### src/rtl/game_pkg.sv
// game_pkg: shared direction/state types and direction helper for the sprite mover
package game_pkg;
  typedef enum logic [1:0] {UP = 2'b00, RIGHT = 2'b01, DOWN = 2'b10, LEFT = 2'b11} dir_t;
  typedef enum logic [1:0] {IDLE, CHK_TURN, CHK_AHEAD, STEP} state_t;
  localparam int TILES_Y = 60;
  function automatic dir_t opposite(input dir_t d);
    return dir_t'(d ^ 2'b10);
  endfunction
endpackage

### src/rtl/tile_neighbor.sv
// tile_neighbor: neighbour tile and one-pixel step with horizontal tunnel wrap
module tile_neighbor import game_pkg::*; #(
  parameter int         TILE_LOG2 = 3,
  parameter logic [9:0] WRAP_MIN  = 10'd0,
  parameter logic [9:0] WRAP_MAX  = 10'd632
) (
  input  logic [9:0] i_pos_x,
  input  logic [9:0] i_pos_y,
  input  dir_t       i_dir,
  output logic [6:0] o_tx,
  output logic [5:0] o_ty,
  output logic [9:0] o_nx,
  output logic [9:0] o_ny
);
  localparam logic [6:0] TX_MIN = 7'(WRAP_MIN >> TILE_LOG2);
  localparam logic [6:0] TX_MAX = 7'(WRAP_MAX >> TILE_LOG2);
  localparam logic [5:0] TY_MAX = 6'(TILES_Y - 1);
  logic [6:0] w_tx;
  logic [5:0] w_ty;
  // tile one step away in i_dir and the pixel position one step away, both wrapping
  always_comb begin
    w_tx = 7'(i_pos_x >> TILE_LOG2);
    w_ty = 6'(i_pos_y >> TILE_LOG2);
    o_tx = i_dir == RIGHT ? (w_tx == TX_MAX ? TX_MIN : w_tx + 7'd1) :
           i_dir == LEFT  ? (w_tx == TX_MIN ? TX_MAX : w_tx - 7'd1) : w_tx;
    o_ty = i_dir == DOWN ? (w_ty == TY_MAX ? 6'd0 : w_ty + 6'd1) :
           i_dir == UP   ? (w_ty == 6'd0 ? TY_MAX : w_ty - 6'd1) : w_ty;
    o_nx = i_dir == RIGHT ? (i_pos_x == WRAP_MAX ? WRAP_MIN : i_pos_x + 10'd1) :
           i_dir == LEFT  ? (i_pos_x == WRAP_MIN ? WRAP_MAX : i_pos_x - 10'd1) : i_pos_x;
    o_ny = i_dir == DOWN ? i_pos_y + 10'd1 : i_dir == UP ? i_pos_y - 10'd1 : i_pos_y;
  end
endmodule

### src/rtl/sprite_mover.sv
// sprite_mover: frame-paced maze sprite movement with buffered turns and wall queries
module sprite_mover import game_pkg::*; #(
  parameter logic [9:0] START_X   = 10'd320,
  parameter logic [9:0] START_Y   = 10'd240,
  parameter int         SPEED     = 1,
  parameter int         TILE_LOG2 = 3,
  parameter logic [9:0] WRAP_MIN  = 10'd0,
  parameter logic [9:0] WRAP_MAX  = 10'd632
) (
  input  logic       Clk,
  input  logic       Reset,
  input  logic       frame_clk,
  input  logic [2:0] direction,
  output logic       wall_req,
  output logic [6:0] wall_tx,
  output logic [5:0] wall_ty,
  input  logic       wall_ack,
  input  logic       wall_hit,
  output logic [9:0] pos_x,
  output logic [9:0] pos_y,
  output logic [1:0] cur_dir,
  output logic       moving,
  output logic       frame_overrun
);
  logic       r_fc, r_fc_d, r_edge;
  state_t     r_state;
  dir_t       r_dir, r_pend, r_qdir;
  logic       r_pend_v, r_req, r_mov, r_ovr;
  logic [6:0] r_tx;
  logic [5:0] r_ty;
  logic [9:0] r_x, r_y;
  logic [2:0] r_cnt;
  dir_t       w_qdir;
  logic       w_aligned;
  logic [6:0] w_ntx;
  logic [5:0] w_nty;
  logic [9:0] w_nx, w_ny;

  assign w_aligned = r_x[TILE_LOG2-1:0] == '0 && r_y[TILE_LOG2-1:0] == '0;
  assign w_qdir = r_state == CHK_TURN ? r_pend : r_dir;

  tile_neighbor #(.TILE_LOG2(TILE_LOG2), .WRAP_MIN(WRAP_MIN), .WRAP_MAX(WRAP_MAX)) u_nb (
    .i_pos_x(r_x), .i_pos_y(r_y), .i_dir(w_qdir),
    .o_tx(w_ntx), .o_ty(w_nty), .o_nx(w_nx), .o_ny(w_ny)
  );

  // synchronise frame_clk and turn its rising edge into a one-cycle pulse
  always_ff @(posedge Clk) begin
    if (Reset) begin
      r_fc <= 1'b0;
      r_fc_d <= 1'b0;
      r_edge <= 1'b0;
    end else begin
      r_fc <= frame_clk;
      r_fc_d <= r_fc;
      r_edge <= r_fc & ~r_fc_d;
    end
  end

  // per-frame movement sequencer: turn check, ahead check, then SPEED single-pixel steps
  always_ff @(posedge Clk) begin
    if (Reset) begin
      r_state <= IDLE;
      r_x <= START_X;
      r_y <= START_Y;
      r_dir <= LEFT;
      r_pend <= LEFT;
      r_qdir <= LEFT;
      r_pend_v <= 1'b0;
      r_mov <= 1'b0;
      r_req <= 1'b0;
      r_tx <= '0;
      r_ty <= '0;
      r_cnt <= '0;
      r_ovr <= 1'b0;
    end else begin
      r_ovr <= r_edge && r_state != IDLE;
      if (direction[2]) begin
        r_pend <= dir_t'(direction[1:0]);
        r_pend_v <= 1'b1;
      end
      case (r_state)
        IDLE: if (r_edge) begin
          r_cnt <= 3'(SPEED);
          r_state <= CHK_TURN;
        end
        CHK_TURN: if (r_req) begin
          if (wall_ack) begin
            r_req <= 1'b0;
            r_state <= CHK_AHEAD;
            if (!wall_hit) begin
              r_dir <= r_qdir;
              if (!direction[2]) r_pend_v <= 1'b0;
            end
          end
        end else if (r_pend_v && r_pend == opposite(r_dir)) begin
          r_dir <= r_pend;
          if (!direction[2]) r_pend_v <= 1'b0;
          r_state <= CHK_AHEAD;
        end else if (r_pend_v && w_aligned) begin
          r_req <= 1'b1;
          r_tx <= w_ntx;
          r_ty <= w_nty;
          r_qdir <= r_pend;
        end else begin
          r_state <= CHK_AHEAD;
        end
        CHK_AHEAD: if (r_req) begin
          if (wall_ack) begin
            r_req <= 1'b0;
            r_mov <= !wall_hit;
            r_state <= wall_hit ? IDLE : STEP;
            if (wall_hit) r_cnt <= '0;
          end
        end else if (w_aligned) begin
          r_req <= 1'b1;
          r_tx <= w_ntx;
          r_ty <= w_nty;
        end else begin
          r_mov <= 1'b1;
          r_state <= STEP;
        end
        STEP: begin
          r_x <= w_nx;
          r_y <= w_ny;
          r_cnt <= r_cnt - 3'd1;
          r_state <= r_cnt == 3'd1 ? IDLE : CHK_TURN;
        end
      endcase
    end
  end

  assign wall_req = r_req;
  assign wall_tx = r_tx;
  assign wall_ty = r_ty;
  assign pos_x = r_x;
  assign pos_y = r_y;
  assign cur_dir = r_dir;
  assign moving = r_mov;
  assign frame_overrun = r_ovr;
endmodule

### config.mk
export PLATFORM = sky130hd
export DESIGN_NAME = sprite_mover
export DESIGN_NICKNAME = d
export VERILOG_FILES = /design/src/rtl/game_pkg.sv /design/src/rtl/tile_neighbor.sv /design/src/rtl/sprite_mover.sv
export SDC_FILE = /design/constraint.sdc
export NUM_CORES = 1
export LEC_CHECK = 0
export BUFFER_PORTS_ARGS = -buffer_cell sky130_fd_sc_hd__buf_2
export CORE_UTILIZATION = 33
export CTS_BUF_LIST = sky130_fd_sc_hd__clkbuf_8
export DETAILED_ROUTE_END_ITERATION = 16
export PLACE_DENSITY = 0.57
export SLEW_MARGIN = 40
export SYNTH_ARGS = -nofsm -noshare
export SYNTH_HDL_FRONTEND = slang
export SYNTH_SLANG_ARGS = --single-unit
### constraint.sdc
create_clock -name Clk -period 3.1 [get_ports Clk]
set_clock_uncertainty 0.2 [all_clocks]
set_input_delay 0.31 -clock Clk [delete_from_list [all_inputs] [get_ports Clk]]
set_output_delay 0.31 -clock Clk [all_outputs]
set_load 0.01 [all_outputs]
# After elaboration in Yosys (flattened, before gate mapping)

Cells that the tools add are included.

Register bits: 51
Bits of input ports: 8
Word-level logic and storage cells: 147

$add $sub $neg: 9
Eq/ne operators: 27
Mux-type cells: 64
Bitwise operators: 5
Reductions and logical operators: 26

Operator list:

| cell                    | number |
|---|---|
| $mux W7                 | 9 |
| $mux W10                | 6 |
| $mux W6                 | 9 |
| $mux W2                 | 14 |
| $ne A2 B2 Y1 const B    | 11 |
| $add A10 B1 Y10 const B | 2 |
| $sub A10 B1 Y10 const B | 2 |
| $mux W1                 | 17 |
| $pmux W7 S2             | 1 |
| $mux W3                 | 4 |
| $pmux W6 S2             | 1 |
| $eq A10 B10 Y1 const B  | 1 |
| $logic_not A10 Y1       | 1 |
| $reduce_and A5 Y1       | 2 |
| $reduce_bool A2 Y1      | 5 |
| $ne A3 B3 Y1 const B    | 3 |
| $pmux W3 S3             | 1 |
| $eq A2 B2 Y1 const B    | 4 |
| $pmux W2 S4             | 1 |
| $reduce_and A4 Y1       | 2 |
| $add A7 B1 Y7 const B   | 1 |
| $eq A7 B7 Y1 const B    | 1 |
| $logic_not A7 Y1        | 1 |
| $sub A7 B1 Y7 const B   | 1 |
| 21 further kinds        | 31 |

# Depth between registers and ports, before layout

Gate-level depths: netlist of the first run.

Depth in word-level cells: 9
Gate-level depth with buffers: 13
Mapped depth without buffers: 11

# Hierarchy

A second synthesis of the first run with hierarchy kept.

Cell total of the unflattened synthesis: 481
Area total of the unflattened synthesis: 3,861.2 um^2

Modules (own cells, without submodules):

| module        | times used | cells an instance | area each (um^2) |
|---|---|---|---|
| sprite_mover  | 1          | 219               | 2,185.8 |
| tile_neighbor | 1          | 262               | 1,675.4 |

# Least setup slack after synthesis of the first run

No wires, ideal clock.

Path type: register to register
From: reg r_state[1]
To: reg r_y[9] (netlist: pos_y[9])
Setup time: 0.082 ns
Arrival: 2.832 ns
Path slack: -0.014 ns
Cell stages (with the launch flop): 13
Buffers on the path: 2
Cells stage by stage: dfxtp_1 > inv_1 > ha_1 > buf_2 > buf_2 > nor3b_1 > a31oi_2 > ha_1 > a21oi_1 > nand2_1 > o21ai_0 > mux2_2 > o2111ai_1

Word-level cells in the longest chain between the ends: 5

RTL lines:

| what                                             | RTL line            | RTL |
|---|---|---|
| start: declaration                               | sprite_mover.sv:26  | `state_t r_state;` |
| start signal: assignment                         | sprite_mover.sv:112 | `r_state <= wall_hit ? IDLE : STEP;` |
| start signal: assignment                         | sprite_mover.sv:127 | `r_state <= r_cnt == 3'd1 ? IDLE : CHK_TURN;` |
| $eq A2 B1 Y1                                     | sprite_mover.sv:40  | `assign w_qdir = r_state == CHK_TURN ? r_pend : r_dir;` |
| $mux W2                                          | sprite_mover.sv:40  |  |
| $eq A2 B2 Y1 or $logic_not A2 Y1 (tied branches) | tile_neighbor.sv:30 | `o_ny = i_dir == DOWN ? i_pos_y + 10'd1 : i_dir == UP ? i_pos_y - 10'd1 : i_pos_y;` |
| $reduce_bool A2 Y1 (no line)                     | -                   |  |
| $reduce_and A2 Y1 (no line)                      | -                   |  |
| end signal: assignment                           | sprite_mover.sv:125 | `r_y <= w_ny;` |
| end: declaration                                 | sprite_mover.sv:31  | `logic [9:0] r_x, r_y;` |

Several ways; a longest one is shown, not always the timed one.
A chain may end at the register's enable or synchronous reset.

# Worst setup path in the final report of the first run

Same ends and word-level chain as after synthesis.

==> results of run 1 <==
## registers in the layout, indices dropped and copies added (netlist names)
register and count:
wall_req 1, wall_tx 7, r_cnt 3, r_pend_v 1
r_qdir 2, r_pend 2, r_fc_d 1, pos_y 10
frame_overrun 1, r_fc 1, pos_x 10, moving 1
cur_dir 2, r_edge 1, r_state 2, wall_ty 6
## worst max-delay path: stages, from the launching register on
cell       delay (ps)
dfxtp_1           410
inv_1              90
ha_1              270
nor3b_2           270
a31oi_4            90
ha_1              370
a21oi_1           250
nand2_1           120
o21ai_1           250
mux2_2            370
o2111ai_1          90
## final cells by class
cell class | count | area (um^2)
timing repair buffer | 61 | 348
clock inverter | 3 | 12.5
clock buffer | 5 | 68.8
inverter | 31 | 116
fill | 1188 | 6700
sequential | 51 | 1020
multi-input combinational | 372 | 2490
tap | 140 | 175
## repair_timing
item	4_1_cts	5_1_grt
endpoints found under the setup margin	0	3
hold buffers	1	0
hold endpoints to repair	1	0
gates resized for setup	0	4
## per-stage QoR
| step | instance area, um^2 | hold WS, ps | utilization | setup WS [ps] | power, W |
|---|---|---|---|---|---|
| 2_1_floorplan | 3760 | 167 | - | 51.3 | 0.00147 |
| 3_3_place_gp | 4140 | 174 | 0.379 | 208 | 0.00172 |
| 3_5_place_dp | 4140 | 179 | 0.379 | 68.3 | 0.00173 |
| 4_1_cts | 4230 | 10.7 | 0.387 | 60.7 | 0.00213 |
| 5_1_grt | 4240 | 17.9 | 0.387 | 11.4 | 0.00227 |
| 6_report | 4240 | 21.4 | 0.387 | 244 | 0.00212 |
## cells in the mapped netlist, drive strengths merged (3+ instances only)
cell type,instances
nor3,15
buf,13
nor2,32
nand2,45
nor2b,9
a221oi,3
a31oi,14
o311ai,5
xor2,6
mux2,4
a211oi,7
dfxtp,51
and3,4
o21a,7
a21oi,37
nor3b,4
mux2i,9
inv,31
ha,22
clkbuf,15
nand3,19
or3,4
nand2b,4
nand3b,4
a21boi,3
a211o,4
nand4,7
xnor2,10
o21ai,34
o32ai,3
a2111oi,3
o211ai,10
## logic make-up after synthesis
group	after synthesis	synth area share
AO/OA/AOI/OAI	156	0.285
XOR/XNOR	16	0.0374
adder cells (fa/ha/maj)	23	0.0787
buffers and inverters	59	0.0664
flip-flops	51	0.272
multiplexers	13	0.0360
AND/OR/NAND/NOR	164	0.224
## power by group
part / internal [W] / total (W) / switching (W)
Clock: 0.000153 / 0.000389 / 0.000236
Sequential: 0.000739 / 0.000819 / 0.0000799
Combinational: 0.000376 / 0.000909 / 0.000533
## per-layer routing
| layer | share of wire | vias to the layer above |
|---|---|---|
| met1 | 0.47 | 1746 |
| met4 | 0.021 | 0 |
| met2 | 0.46 | 93 |
| met3 | 0.047 | 15 |
| met5 | 0 | - |
| li1 | - | 1862 |
## worst paths after layout
| kind | slack (ps) | to | depth (start not counted) |
|---|---|---|---|
| worst min-delay path | 20 | wall_req | 2 |
| worst min register to register | 190 | r_edge | 1 |
| worst max register to register | 240 | pos_y[9] | 10 |
| worst max-delay path | 240 | pos_y[9] | 10 |
==> impl_metrics.csv, run 1 <==
group,metric,value,unit
critical_path,worstSetupPathType,"flop to flop",
detailed_routing,ant_nets,0,
detailed_routing,first_pass_iters,4,
grt,grt_pass1_vias,3420,
power_and_ir_drop,ir_drop,0.182,mV
placement,dp_hpwl,7.60,mm
cts,cts_tree,"done",
timing,tns,0,ps
floorplanning,core,10900,um^2
placement,gp_congestion,0.850,
yosys,synthesis.instances,482,
floorplanning,die_height,109,um
final_layout,final_cell_mix,"dfxtp_1 (51), buf_2 (45), nand2_1 (44), a21oi_1 (36), inv_1 (33)",
final_layout,antenna_cells,0,
yosys,netlist_area,3750,um^2
cts,clk_latency,320,ps
detailed_routing,num_vias,3716,
power_and_ir_drop,leakage,1.67,nW
floorplanning,die_area,11800,um^2
yosys,synth_area_leaders,"dfxtp_1 (27%), ha_1 (7.3%), a21oi_1 (4.8%)",
critical_path,crit_start,"r_state[1]",
yosys,netlist.area_leader.share,0.272,
yosys,ys_seq_elements,51,
run,maxCapViolCount,0,
yosys,yosysSeqAreaShare,0.272,
yosys,synth_nets,513,
timing,maxSlewViolCount,0,
timing,setup_violations,0,
detailed_routing,routedWlPerCell,15.8,um
yosys,synth_edf_count,0,
grt,grt_pass1_wl,17.2,mm
power_and_ir_drop,power.density,500,nW/um^2
grt,grt_antenna_before_repair,0,
yosys,avgSynthCellArea,7.78,um^2
grt,grt_start_max_net_pins,24,
timing,slew_headroom,0.468,
detailed_routing,drt_iter0_markers,177,
placement,portBuffers,45,
grt,grt.overflow.total,0,
detailed_routing,via_per_inst,5.60,
timing,fin_crit_sh,0.921,
grt,grtUsageMet1,0.249,
critical_path,r2r_start,"r_state[1]",
critical_path,start_kind,"flop",
timing,tightest_slew,798,ps
detailed_routing,wl,10.5,mm
cts,clock-sinks,51,
final_layout,syn_to_final_growth,12.9,%
cts,postCtsSetupBuffers,0,
timing,fmax,0.350,GHz
floorplanning,die_w,109,um
status,status,"completed",
critical_path,arrival,2890,ps
yosys,async_flop_share,0,
yosys,ys_types,74,
timing,finalHoldViolCount,0,
grt,use_met2,0.298,
critical_path,worstPathMaxFanout,6,
final_layout,nets,553,
cts,numCtsBuffers,5,
critical_path,end_kind,"flop",
grt,busiest_layer,"met2",
cts,ctsLongestPathBuffers,2,
yosys,post-synth-top-area-cell,"dfxtp_1",
floorplanning,initial_core_util,0.343,
min_path,min_from,"wall_ack",
yosys,ys_warn_count,0,
min_path,hold_class,"primary input to flop",
placement,dp.cells,654,
final_layout,drive_gt1_frac,0.161,
grt,track_usage,0.185,
cts,clkSlewWorstSetupHoldPaths,100,ps
grt,grtUsageMet3,0.0293,
floorplanning,io_pins,46,
critical_path,cp.required,3140,ps
cts,cts_root_buf,"clkbuf_8",
floorplanning,rows,38,
yosys,synth_ff_type,"dfxtp_1",
final_layout,final_common_cell,"dfxtp_1",
final_layout,stdcell_count,663,
timing,rsz0062_at_grt,"false",
detailed_routing,drc,0,
timing,min_period,2860,ps
cts,htreeDepth,2,
No activity file was read; power rests on OpenSTA's default activity.
==> run 2: changes to the inputs <==
--- a/config.mk
+++ b/config.mk
@@ -9,6 +9,7 @@
 export CORE_UTILIZATION = 33
 export CTS_BUF_LIST = sky130_fd_sc_hd__clkbuf_8
 export DETAILED_ROUTE_END_ITERATION = 16
+export HOLD_SLACK_MARGIN = 0.15
 export PLACE_DENSITY = 0.57
 export SLEW_MARGIN = 40
 export SYNTH_ARGS = -nofsm -noshare
==> run 2 against run 1 <==
Clock power barely moved. Count of clock-buffer cells in the layout did not move. Die area did not move. Sequential share of layout area fell by 0.46 points. Design area rose by 1.9%. Total power rose by 0.34%. Global-route usage rose by 0.063 points. Final cell count rose by 1.2%. Maximum frequency rose by 2.7%. Critical path depth rose by 1. Via count rose by 1.1%.
==> impl_metrics.csv, run 2 (synthesis results as in run 1) <==
group,metric,value,unit
detailed_routing,drt_iter0_markers,173,
final_layout,regArea,1020,um^2
cts,clock-sinks,51,
detailed_routing,via_per_inst,5.60,
floorplanning,die_area,11800,um^2
timing,fmax,0.359,GHz
timing,finalHoldViolCount,0,
floorplanning,initial_core_util,0.343,
final_layout,final_cell_mix,"dfxtp_1 (51), buf_2 (45), nand2_1 (44), a21oi_1 (36), inv_1 (33)",
floorplanning,core,10900,um^2
cts,cts_root_buf,"clkbuf_8",
timing,tightest_slew,809,ps
final_layout,finalInstanceArea,4320,um^2
critical_path,end_kind,"flop",
cts,ctsLongestPathBuffers,2,
floorplanning,die_height,109,um
placement,dp.cells,654,
final_layout,utilization,0.395,
grt,grt_start_max_net_pins,24,
power_and_ir_drop,power.density,492,nW/um^2
critical_path,cp.required,3140,ps
timing,fin_crit_sh,0.897,
placement,portBuffers,45,
grt,grt.overflow.total,0,
final_layout,antenna_cells,0,
detailed_routing,drc,0,
cts,numCtsBuffers,5,
floorplanning,io_pins,46,
detailed_routing,first_pass_iters,4,
critical_path,worstSetupPathType,"flop to flop",
power_and_ir_drop,leakage,1.70,nW
timing,slew_headroom,0.460,
grt,grt_pass1_vias,3443,
timing,maxSlewViolCount,0,
final_layout,final_common_cell,"dfxtp_1",
placement,dp_hpwl,7.60,mm
final_layout,nets,561,
critical_path,arrival,2820,ps
timing,setup_violations,0,
grt,track_usage,0.185,
critical_path,start_kind,"flop",
timing,min_period,2780,ps
detailed_routing,wl,10.6,mm
detailed_routing,num_vias,3756,
power_and_ir_drop,ir_drop,0.188,mV
placement,gp_congestion,0.850,
floorplanning,die_w,109,um
final_layout,stdcell_count,671,
critical_path,critPathBufInv,2,
detailed_routing,routedWlPerCell,15.7,um
status,status,"completed",
critical_path,critical_path.top_delay_family,"compound AO/OA/AOI/OAI gates",
critical_path,worstPathMaxFanout,11,
cts,clkSlewWorstSetupHoldPaths,100,ps
final_layout,fillers,1185,
grt,grt_antenna_before_repair,0,
critical_path,cpMaxStageDelayCell,"dfxtp_1",
min_path,hold_class,"flop to flop",
critical_path,worstPathCellList,"inv_1 -> ha_2 -> nor3b_2 -> a31oi_4 -> buf_4 -> ha_1 -> a21oi_1 -> o21a_1 -> nand3_1 -> mux2_2 -> o2111ai_1",
placement,place_area,4140,um^2
cts,clk_latency,310,ps
final_layout,syn_to_final_growth,15.1,%
cts,cts_tree,"done",
timing,layout_setup_ws,318,ps
final_layout,multi_input_area,2500,um^2
cts,htreeDepth,2,
critical_path,cpPeakStageDelay,420,ps
grt,grt_pass1_wl,17.3,mm
detailed_routing,ant_nets,0,
run,maxCapViolCount,0,
placement,post-place-ws,68.3,ps
power_and_ir_drop,power,0.00212,W
floorplanning,rows,38,
final_layout,drive_gt1_frac,0.160,
## run 2: changes by cell type in the layout (fill, tap and decap cells not counted)
cell and delta:
ha_2 +1, ha_1 -1, dlygate4sd3_1 +8, o311ai_1 -1, o311ai_0 +1
## run 2: path summary, 6_finish.rpt
check	end	slack [ps]	startpoint	depth (start not counted)
worst max-delay path	pos_y[9]	320	r_state[1]	11
worst min-delay path	r_edge	190	r_fc_d	1
worst max register to register	pos_y[9]	320	r_state[1]	11
worst min register to register	r_edge	190	r_fc_d	1
## run 2: cell type report
| cell class | count | share of cell area |
|---|---|---|
| multi-input combinational | 372 | 0.578 |
| sequential | 51 | 0.236 |
| timing repair buffer | 69 | 0.0991 |
| tap | 140 | 0.0406 |
| inverter | 31 | 0.0269 |
| clock buffer | 5 | 0.0159 |
| clock inverter | 3 | 0.00290 |
## run 2: power breakdown
group / leakage (nW) / internal, W / switching (W)
Clock: 0.0505 / 0.000153 / 0.000234
Sequential: 0.414 / 0.000739 / 0.0000807
Combinational: 1.24 / 0.000385 / 0.000532
Total: 1.70 / 0.00128 / 0.000847
## run 2: what timing repair did
action                                 in CTS  in global routing
setup endpoints to repair                   0                  4
gates resized for setup                     0                  4
hold buffers                                9                  0
endpoints found under the hold margin       6                  0
setup buffers                               0                  0
## run 2: per-layer routing
| layer | global-route usage | share of wire | vias to the layer above |
|---|---|---|---|
| met3 | 0.0293 | 0.046 | 20 |
| met5 | 0 | 0 | - |
| met1 | 0.251 | 0.47 | 1764 |
| li1 | - | - | 1873 |
| met2 | 0.298 | 0.46 | 99 |
| met4 | 0.0647 | 0.021 | 0 |
## run 2: per-stage QoR
stage	hold slack (ps)	setup TNS (ps)
6_report	191	0
5_1_grt	218	-1.01
4_1_cts	193	0
3_5_place_dp	179	0
3_3_place_gp	174	0
2_1_floorplan	167	0
==> run 3: changes to the inputs <==
--- a/config.mk
+++ b/config.mk
@@ -10,7 +10,7 @@
 export CTS_BUF_LIST = sky130_fd_sc_hd__clkbuf_8
 export DETAILED_ROUTE_END_ITERATION = 16
 export HOLD_SLACK_MARGIN = 0.15
-export PLACE_DENSITY = 0.57
+export PLACE_DENSITY_LB_ADDON = 0.1
 export SLEW_MARGIN = 40
 export SYNTH_ARGS = -nofsm -noshare
 export SYNTH_HDL_FRONTEND = slang
==> run 3 against run 2 <==
Clock power hardly changed. Critical endpoint unchanged. Wire length is 3.1% higher. Critical path depth down 1. Via count is 0.40% lower. Critical path type unchanged. Die area unchanged. Worst setup slack got worse by 82 ps. Non-clock buffer count is 2 lower. Largest power group unchanged. Sequential share of layout area up 0.12 points. Total power decreased by 0.44%.
==> impl_metrics.csv, run 3 (synthesis results as in run 1) <==
group,metric,value,unit
status,status,"completed",
critical_path,worstSetupPathType,"flop to flop",
grt,grt_start_max_net_pins,22,
placement,place_area,4130,um^2
critical_path,start_kind,"flop",
detailed_routing,drc,0,
floorplanning,die_height,109,um
grt,track_usage,0.194,
timing,maxSlewViolCount,0,
power_and_ir_drop,ir_drop,0.197,mV
final_layout,finalInstanceArea,4300,um^2
cts,cts_tree,"done",
power_and_ir_drop,leakage,1.68,nW
detailed_routing,via_per_inst,5.61,
timing,tightest_slew,664,ps
detailed_routing,first_pass_iters,4,
floorplanning,io_pins,46,
critical_path,arrival,2890,ps
placement,gp_congestion,0.808,
timing,slew_headroom,0.544,
final_layout,final_cell_mix,"dfxtp_1 (51), buf_2 (45), nand2_1 (44), a21oi_1 (36), nor2_1 (32)",
cts,clock-sinks,51,
critical_path,r2r_cells,10,
detailed_routing,drt_iter0_markers,197,
cts,numCtsBuffers,5,
power_and_ir_drop,power.density,492,nW/um^2
placement,portBuffers,45,
final_layout,final_common_cell,"dfxtp_1",
min_path,whs_path_depth,1,
placement,dp.cells,652,
timing,setup_violations,0,
min_path,hold_class,"flop to flop",
final_layout,drive_gt1_frac,0.156,
critical_path,end_kind,"flop",
timing,tns,0,ps
timing,rsz0062_at_grt,"false",
timing,finalHoldViolCount,0,
cts,clk_latency,310,ps
grt,grt_pass1_vias,3483,
run,maxCapViolCount,0,
detailed_routing,routedWlPerCell,16.3,um
cts,postCtsSetupBuffers,0,
final_layout,syn_to_final_growth,14.5,%
placement,dp_hpwl,7.85,mm
cts,cts_root_buf,"clkbuf_8",
timing,hold_slack,188,ps
grt,grt_pass1_wl,18.0,mm
critical_path,cp.required,3130,ps
final_layout,stdcell_count,667,
detailed_routing,ant_nets,0,
floorplanning,die_w,109,um
final_layout,antenna_cells,0,
detailed_routing,num_vias,3741,
final_layout,nets,559,
cts,clkSlewWorstSetupHoldPaths,100,ps
floorplanning,rows,38,
timing,fin_crit_sh,0.924,
floorplanning,core,10900,um^2
grt,grt_antenna_before_repair,0,
critical_path,worstPathMaxFanout,6,
grt,grt.overflow.total,0,
cts,ctsLongestPathBuffers,2,
timing,fmax,0.349,GHz
cts,htreeDepth,2,
floorplanning,die_area,11800,um^2
floorplanning,initial_core_util,0.343,
detailed_routing,wl,10.9,mm
timing,min_period,2860,ps
[run 3: changes by cell type in the layout (fill, tap and decap cells not counted), sizes merged]
cell / previous run / this run
buf: 60 / 58
clkinv: 1 / 0
clkinvlp: 0 / 1
inv: 33 / 31
[run 3: what timing repair did]
action,in CTS,in global routing
gates resized for setup,0,3
endpoints found under the hold margin,6,0
hold buffers,9,0
setup endpoints to repair,0,2
[run 3: final timing paths]
| check | start | endpoint | slack, ps |
|---|---|---|---|
| max | r_state[1] | pos_y[9] | 240 |
| min | r_fc_d | r_edge | 190 |
| max reg2reg | r_state[1] | pos_y[9] | 240 |
| min reg2reg | r_fc_d | r_edge | 190 |
[run 3: cell type report]
class                      count  area [um^2]
timing repair buffer          67          413
clock inverter                 1         7.51
sequential                    51         1020
fill                        1144         6640
multi-input combinational    372         2490
tap                          140          175
inverter                      31          116
clock buffer                   5         68.8
[run 3: where the power goes]
part / leakage [nW] / switching [W] / internal [W]
registers: 0.414 / 0.0000758 / 0.000739
logic: 1.23 / 0.000537 / 0.000373
clock network: 0.0361 / 0.000239 / 0.000151
[run 3: critical path, stage by stage (launching register included)]
cell and delay [ps]:
dfxtp_1 400, inv_1 90, ha_1 250, nor3b_2 250, a31oi_4 90, ha_1 380
a21oi_1 270, nand2_1 120, o21ai_1 270, mux2_2 370, o2111ai_1 90
[run 3: stage by stage]
step | total power [W] | utilization | setup WS (ps)
2_1_floorplan | 0.00147 | - | 51.3
3_3_place_gp | 0.00172 | 0.377 | 208
3_5_place_dp | 0.00172 | 0.377 | 51.6
4_1_cts | 0.00213 | 0.392 | 39.7
5_1_grt | 0.00226 | 0.393 | 41.0
6_report | 0.00211 | 0.393 | 236
[run 3: per-layer routing]
metal	GRT usage	wire length, um	part of all wire	vias to the layer above
li1	-	-	-	1864
met1	0.269	5320	0.49	1797
met2	0.311	4970	0.46	68
met3	0.0269	452	0.042	12
met4	0.0589	153	0.014	0
met5	0	0	0	-
